===== src/rtl/rf_pkg.sv =====
// Shared defaults and helpers for the multi-port register file.
// Holds the packed-slice extractor used to split the read-index vector per port.
package rf_pkg;

   localparam int unsigned XLEN_D   = 32'd32;
   localparam int unsigned NREG_D   = 32'd32;
   localparam int unsigned NRD_D    = 32'd2;
   localparam int unsigned REG_ZERO = 32'd0;

   // Widest packed vector and widest field the slice helper can handle.
   localparam int unsigned SLICE_VW = 32'd256;
   localparam int unsigned SLICE_W  = 32'd64;

   function automatic logic [SLICE_W-1:0] slice_get(
      input logic [SLICE_VW-1:0] vec,
      input int unsigned         idx,
      input int unsigned         w
   );
      logic [SLICE_VW-1:0] sh;
      logic [SLICE_VW-1:0] msk;
      sh  = vec >> (idx * w);
      msk = ~({SLICE_VW{1'b1}} << w);
      slice_get = sh[SLICE_W-1:0] & msk[SLICE_W-1:0];
   endfunction

endpackage


===== src/rtl/rf_scoreboard.sv =====
// Per-register busy scoreboard with flush > issue-set > write-clear priority.
// Register 0 is never busy.
module rf_scoreboard
   import rf_pkg::*;
#(
   parameter int unsigned NREG = NREG_D,
   parameter int unsigned AW   = $clog2(NREG)
) (
   input  logic            clk,
   input  logic            rst_n,
   input  logic            iss_v,
   input  logic [AW-1:0]   iss_rd,
   input  logic            we0,
   input  logic [AW-1:0]   wR0,
   input  logic            we1,
   input  logic [AW-1:0]   wR1,
   input  logic            flush,
   output logic [NREG-1:0] busy,
   output logic            any_busy
);

   logic [NREG-1:0] busy_q;
   logic [NREG-1:0] busy_d;
   logic            any_busy_q;
   logic            any_busy_d;

   // Next-state busy vector
   always_comb begin
      busy_d = busy_q;
      if (flush) begin
         busy_d = '0;
      end else begin
         for (int r = 1; r < int'(NREG); r++) begin
            if (iss_v && (iss_rd == AW'(r))) begin
               busy_d[r] = 1'b1;
            end else if ((we0 && (wR0 == AW'(r))) || (we1 && (wR1 == AW'(r)))) begin
               busy_d[r] = 1'b0;
            end else begin
               busy_d[r] = busy_q[r];
            end
         end
      end
      busy_d[REG_ZERO] = 1'b0;
      any_busy_d = |busy_d;
   end

   // Busy state and its registered OR-reduction
   always_ff @(posedge clk or negedge rst_n) begin
      if (!rst_n) begin
         busy_q     <= '0;
         any_busy_q <= 1'b0;
      end else begin
         busy_q     <= busy_d;
         any_busy_q <= any_busy_d;
      end
   end

   assign busy     = busy_q;
   assign any_busy = any_busy_q;

endmodule


===== src/rtl/rf_mp.sv =====
// Multi-port integer register file: NRD combinational read ports, two write ports, busy scoreboard.
// Define RF_BYPASS_EN to forward same-cycle write data to the read ports.
module rf_mp
   import rf_pkg::*;
#(
   parameter  int unsigned XLEN = XLEN_D,
   parameter  int unsigned NREG = NREG_D,
   parameter  int unsigned NRD  = NRD_D,
   localparam int unsigned AW   = $clog2(NREG)
) (
   input  logic                clk,
   input  logic                rst_n,
   input  logic [NRD*AW-1:0]   rR,
   output logic [NRD*XLEN-1:0] rD,
   output logic [NRD-1:0]      rBusy,
   input  logic                we0,
   input  logic [AW-1:0]       wR0,
   input  logic [XLEN-1:0]     wD0,
   input  logic                we1,
   input  logic [AW-1:0]       wR1,
   input  logic [XLEN-1:0]     wD1,
   input  logic                iss_v,
   input  logic [AW-1:0]       iss_rd,
   input  logic                flush,
   output logic                any_busy
);

   logic [XLEN-1:0]     mem_q [NREG];
   logic [XLEN-1:0]     mem_d [NREG];
   logic [NREG-1:0]     busy_s;
   logic [SLICE_VW-1:0] rr_ext_s;
   logic [AW-1:0]       ridx_s [NRD];

   rf_scoreboard #(
      .NREG (NREG),
      .AW   (AW)
   ) u_sb (
      .clk      (clk),
      .rst_n    (rst_n),
      .iss_v    (iss_v),
      .iss_rd   (iss_rd),
      .we0      (we0),
      .wR0      (wR0),
      .we1      (we1),
      .wR1      (wR1),
      .flush    (flush),
      .busy     (busy_s),
      .any_busy (any_busy)
   );

   // Write merge: port 1 overrides port 0 on the same index; entry 0 stays zero
   always_comb begin
      for (int r = 0; r < int'(NREG); r++) begin
         mem_d[r] = mem_q[r];
      end
      for (int r = 1; r < int'(NREG); r++) begin
         if (we1 && (wR1 == AW'(r))) begin
            mem_d[r] = wD1;
         end else if (we0 && (wR0 == AW'(r))) begin
            mem_d[r] = wD0;
         end else begin
            mem_d[r] = mem_q[r];
         end
      end
      mem_d[REG_ZERO] = '0;
   end

   // Register array
   always_ff @(posedge clk or negedge rst_n) begin
      if (!rst_n) begin
         for (int r = 0; r < int'(NREG); r++) begin
            mem_q[r] <= '0;
         end
      end else begin
         for (int r = 0; r < int'(NREG); r++) begin
            mem_q[r] <= mem_d[r];
         end
      end
   end

   // Combinational read muxes (optionally with same-cycle write forwarding)
   always_comb begin
      rr_ext_s = '0;
      rr_ext_s[NRD*AW-1:0] = rR;
      rD    = '0;
      rBusy = '0;
      for (int unsigned i = 0; i < NRD; i++) begin
         ridx_s[i] = AW'(slice_get(rr_ext_s, i, AW));
         rD[i*XLEN +: XLEN] = mem_q[ridx_s[i]];
         rBusy[i]           = busy_s[ridx_s[i]];
`ifdef RF_BYPASS_EN
         if (rst_n && (ridx_s[i] != AW'(REG_ZERO))) begin
            if (we1 && (wR1 == ridx_s[i])) begin
               rD[i*XLEN +: XLEN] = wD1;
               rBusy[i]           = 1'b0;
            end else if (we0 && (wR0 == ridx_s[i])) begin
               rD[i*XLEN +: XLEN] = wD0;
               rBusy[i]           = 1'b0;
            end else begin
               rBusy[i] = busy_s[ridx_s[i]];
            end
         end else begin
            rBusy[i] = busy_s[ridx_s[i]];
         end
`endif
      end
   end

endmodule


===== config.mk =====
export PLATFORM = sky130hd
export DESIGN_NAME = rf_mp
export DESIGN_NICKNAME = d
export VERILOG_FILES = /design/src/rtl/rf_pkg.sv /design/src/rtl/rf_scoreboard.sv /design/src/rtl/rf_mp.sv
export SDC_FILE = /design/constraint.sdc
export NUM_CORES = 2
export LEC_CHECK = 0
export CAP_MARGIN = 10
export CORE_ASPECT_RATIO = 1.1
export CORE_MARGIN = 5
export CORE_UTILIZATION = 40
export DETAILED_ROUTE_END_ITERATION = 8
export GPL_ROUTABILITY_DRIVEN = 1
export HOLD_SLACK_MARGIN = 0.03
export PLACE_DENSITY = 0.53
export SYNTH_ARGS = -nofsm -noshare
export SYNTH_HDL_FRONTEND = slang
export SYNTH_HIERARCHICAL = 1
export SYNTH_SLANG_ARGS = --single-unit

===== constraint.sdc =====
create_clock -name clk -period 5 [get_ports clk]
set_clock_uncertainty 0.2 [all_clocks]
set_input_delay 1.5 -clock clk [delete_from_list [all_inputs] [get_ports clk]]
set_output_delay 1.5 -clock clk [all_outputs]
set_load 0.03 [all_outputs]

; ---- Word-level counts from Yosys, hierarchy flattened
; Cells that the tools add are included.
[totals]
regBits = 1024
input_bits = 95
wordCells = 423
[classes]
n_lt_le_gt_ge = 4
eq_ne = 93
muxes = 135
n_bitwise = 2
reduce_logical = 156
[ops]
columns = op, count
row1 = 2-to-1 mux 32 bit, 66
row2 = binary-select mux 32 bit (select 5 bit), 2
row3 = "== test 5 bit, second input constant", 48
row4 = "== test 5 x 4 -> 1 bit, second input constant", 24
row5 = logical AND 1 bit, 93
row6 = 2-to-1 mux 1 bit, 64
row7 = nonzero test 2 bit, 31
row8 = "== test 5 x 3 -> 1 bit, second input constant", 12
row9 = logical OR 1 bit, 31
row10 = 2-to-1 mux 31 bit, 1
row11 = OR reduction 31 bit, 1
row12 = "== test 5 x 2 -> 1 bit, second input constant", 6
row13 = "== test 5 x 1 -> 1 bit, second input constant", 3
row14 = "greater-or-equal comparator 6 bit, second input constant", 2
row15 = "less-than comparator 5 x 6 -> 1 bit, second input constant", 2
row16 = inverter 5 -> 6 bit, 2
row17 = binary-select mux 1 bit (select 5 bit), 2

; ---- Logic depth before layout (Yosys ltp)
[logic_depth]
depth_word = 7
ltp_mapped = 9

; ---- By module
; The synthesis kept the hierarchy.
[modules_own_cells]
columns = module, instances, cells_per_inst, area_per_inst_um2, seq_area_each_um2
row1 = rf_mp, 1, 5962, 62441.1, 24823.8
row2 = rf_scoreboard, 1, 190, 1846.8, 800.8

; ---- Least setup slack after synthesis
; Ideal clock, no wire load.
[synth_timing]
kind = input to output
startpoint = input port rR[0]
endpoint = output port rD[10]
arrival_ps = 3498
slack_ps = -198
stages = 8
path_buffers = 5
path_cell_list = buf_2 > buf_2 > buf_4 > buf_4 > buf_1 > a22o_1 > a211oi_1 > o31ai_1
[synth_between]
elab_chain_cells = 4
[synth_rtl]
columns = element, line
row1 = "start, declared", rf_mp.sv:13  ; input logic [NRD*AW-1:0] rR,
row2 = inverter 5 -> 6 bit (implied by the code), rf_mp.sv:89  ; rD[i*XLEN +: XLEN] = mem_q[ridx_s[i]];
row3 = binary-select mux 32 bit (select 5 bit), rf_mp.sv:89
row4 = 2-to-1 mux 32 bit (implied by the code) (2 in series), rf_mp.sv:89
row5 = "end, declared", rf_mp.sv:14  ; output logic [NRD*XLEN-1:0] rD,
; Every way passes these cells. The select of a mux whose other input is x is not followed.

; ---- Worst setup path after layout
[layout_timing]
startpoint = input port rR[5]
endpoint = output port rD[33]
; Same word-level chain as after synthesis.

==> run metrics <==
outcome complete, but fails checks; failing checks negative setup slack; Post-DP Area 72300 um^2; delay-heaviest family, CP buffers and inverters; Comb pwr share 27.9%; Final min period 5180 ps; All-Layer GR Usage 31.1%; fin cells 8517; drt wl/cell 31.3 um; Switch Pwr 9.53 mW; crit path capture type output port; library cells used by synthesis 48; number of buffers created by CTS 116; vias in the first global route 53.1k; die height 430 um; Final Hold Fails 0; Max Slew Vio Count 0; layout cell share with drive strength beyond 1 24.9%; Crit. Startpoint rR[5]; clock root buffer clkbuf_16; Residual DRC 0; Core Region 160000 um^2; final instance area 79300 um^2; Starting Density 40.2%; crit path buf inv count 5; RePlAce Congestion 0.895; DRT Pass-1 Iters 6; worst-path cell chain buf_16, buf_12, buf_16, buf_4, mux4_2, a22o_1, o21ai_4, o31ai_4, buf_12; Clock Tree Buf Depth 3; sequential share of power 40.2%; Clk pwr share 31.9%; initial drt markers 5304; total power 30.3 mW; vias per cell 6.23; cell area power density 382 nW/um^2; Horiz. Die Dim 392 um; max frequency 0.193 GHz; Layout Nets 6402; DP Cell Count 8234; Tcrit/Tclk final 104%; Hold Crit Start mem_q[883]; TritonCTS clock tree done; startpoint types input port; internal cell power 20.8 mW; Synth Net Count 6247; Final HPWL DP 168000 um; Max-Cap Viols 0; pin count of the biggest net entering global routing 131; final setup margin -182 ps; worst hold path type reg2reg; RSZ-0062 raised after global routing true; Worst EP arrival 3480 ps; sequential fraction of the synthesis area 39.9%; # port buffers 161; Final ANT Viol Nets 0; Sw Share 31.4%; first-pass GRT wire length 384000 um; total gr overflow 0; # hold bufs at CTS 0; via count 53.0k; critical path peak fanout 8; TritonCTS Sinks 1024; IO Pins 162; Critical Path RT 3300 ps; Final setup viols 47; Cells after Synth 6152; Cell Area, Synth 64300 um^2; Syn Area/Cell 10.4 um^2; Skew-Pair Late Insertion Delay 750 ps; die area 169000 um^2; CP peak stage delay 500 ps; worst slew pin tran 1220 ps; setup TNS -3740 ps; initial antenna violation count 12; Worst-path clk slew 60 ps; ys flop type dfrtp_1; Syn. warnings 6; count of flip-flops with a built-in enable after synthesis 0; Leak 35.0 nW; WS Path Type in2out; row count 154; Area Overhead vs Synth 23.4%; final wirelength 266000 um; Seq cells post-synth 1024; post-synthesis async set-or-reset flop share 100%; Peak VDD IR 0.310 mV; CP max stage cell mux4_2; relative slew slack 18.4%; startpoint of the worst register-to-register path u_sb/busy[24]; Final Hold Slack 392 ps; H-tree level count 3
-- layout by cell type (no fill, tap or decap), types with 19 or more instances in the layout --
cell type,synthesis,layout
mux2i_1,1186,1174
nor2_1,541,515
mux4_2,404,404
o21ai_0,544,484
nand2_1,514,489
nand2_4,0,20
a211oi_1,64,45
clkbuf_8,0,37
buf_12,0,177
clkdlybuf4s50_1,0,82
a22o_1,191,188
buf_16,0,27
o21ai_1,0,29
clkinv_2,0,19
a21oi_1,513,513
o31ai_4,0,53
o21ai_2,0,22
o32ai_1,30,30
o22ai_1,92,87
inv_1,32,30
clkbuf_16,0,121
mux2_2,65,63
nor2_4,0,26
and2_1,67,37
buf_6,2,89
dfrtp_1,1024,1024
buf_4,10,365
a211oi_2,0,19
and2_4,0,26
-- cell families after synthesis --
family	count (synthesis)	synth area share [%]
mux	1655	33.8
simple gates	1214	7.90
buf+inv	757	4.80
compound gates	1501	13.7
other cells	1	0.00583
flops	1024	39.9
-- final timing paths --
kind	cells past startpoint	slack [ps]	to
min in group asynchronous	1	470	mem_q[24]
setup / recovery	9	-180	rD[33]
setup reg to reg	5	3140	u_sb/any_busy
max in group asynchronous	3	2960	mem_q[646]
hold / removal	2	390	mem_q[883]
hold reg to reg	2	390	mem_q[883]
-- power by group through the flow --
| stage | Combinational [mW] | Sequential (mW) | Clock (mW) |
|---|---|---|---|
| floorplan | 5.53 | 11.6 | 0 |
| global placement | 7.72 | 12.2 | 0 |
| detailed placement | 7.89 | 12.3 | 0 |
| CTS | 8.33 | 12.1 | 9.78 |
| global route | 9.13 | 12.5 | 10.1 |
| finish | 8.46 | 12.2 | 9.66 |
-- worst register-to-register path, delay by kind of cell (launching register included) --
family          cells  cell delay [ps]
compound gates      1              110
buf+inv             1               70
flops               1              410
simple gates        3              900
-- synth_stat cells (all sizes together) (2+ instances only) --
cell type	count	area, um^2
a21oi	513	2570
and2	67	419
mux4	404	9100
o32ai	30	263
mux2i	1186	11900
or4b	3	33.8
nand2	514	1930
o21ai	544	2720
a211oi	64	480
nor2b	15	93.8
nor2	541	2030
nand4bb	9	101
or2b	2	15.0
nand2b	10	62.6
nand4	6	37.5
o22ai	94	601
mux2	65	732
inv	32	120
or3	4	25.0
clkbuf	525	1970
and4	2	17.5
a22o	191	1670
buf	199	985
or2	5	31.3
nor4bb	3	30.0
and4b	3	30.0
nor4	7	50.1
dfrtp	1024	25600
nand3	8	40.0
nand4b	9	78.8
o31ai	64	480
-- timing repair --
item / CTS / global route
gates resized for setup: 314 / 99
buffers inserted: 45 / 9
pin swaps: 89 / 65
endpoints found under the setup margin: 66 / 65
endpoints found under the hold margin: 0 / 0
cloned: 21 / 3
-- layout make-up --
type                       instances  area [um^2]
antenna                            9         22.5
clock buffer                     169         3490
clock inverter                    44          782
fill                           14200        80600
inverter                          32          120
multi-input combinational       4371        37400
sequential                      1024        25600
tap                             2106         2640
timing repair buffer             762         9240
-- sequential cells by signal, indices dropped and copies added (netlist names) --
name and flops:
mem_q 992, u_sb/any_busy 1, u_sb/busy 31
-- metal layers --
layer / routed length [um] / track usage, %
met5: 0 / 0
met4: 15100 / 15.3
met3: 20800 / 5.19
met2: 125000 / 50.3
met1: 106000 / 40.7
-- per-stage QoR --
step	util (%)	setup WS, ps
final	49.6	-182
after global placement	45.2	-651
after detailed placement	45.2	-637
after global routing	49.6	-191
after floorplan	-	2.48
after CTS	49.3	-155
No activity file was read; power rests on OpenSTA's default activity.
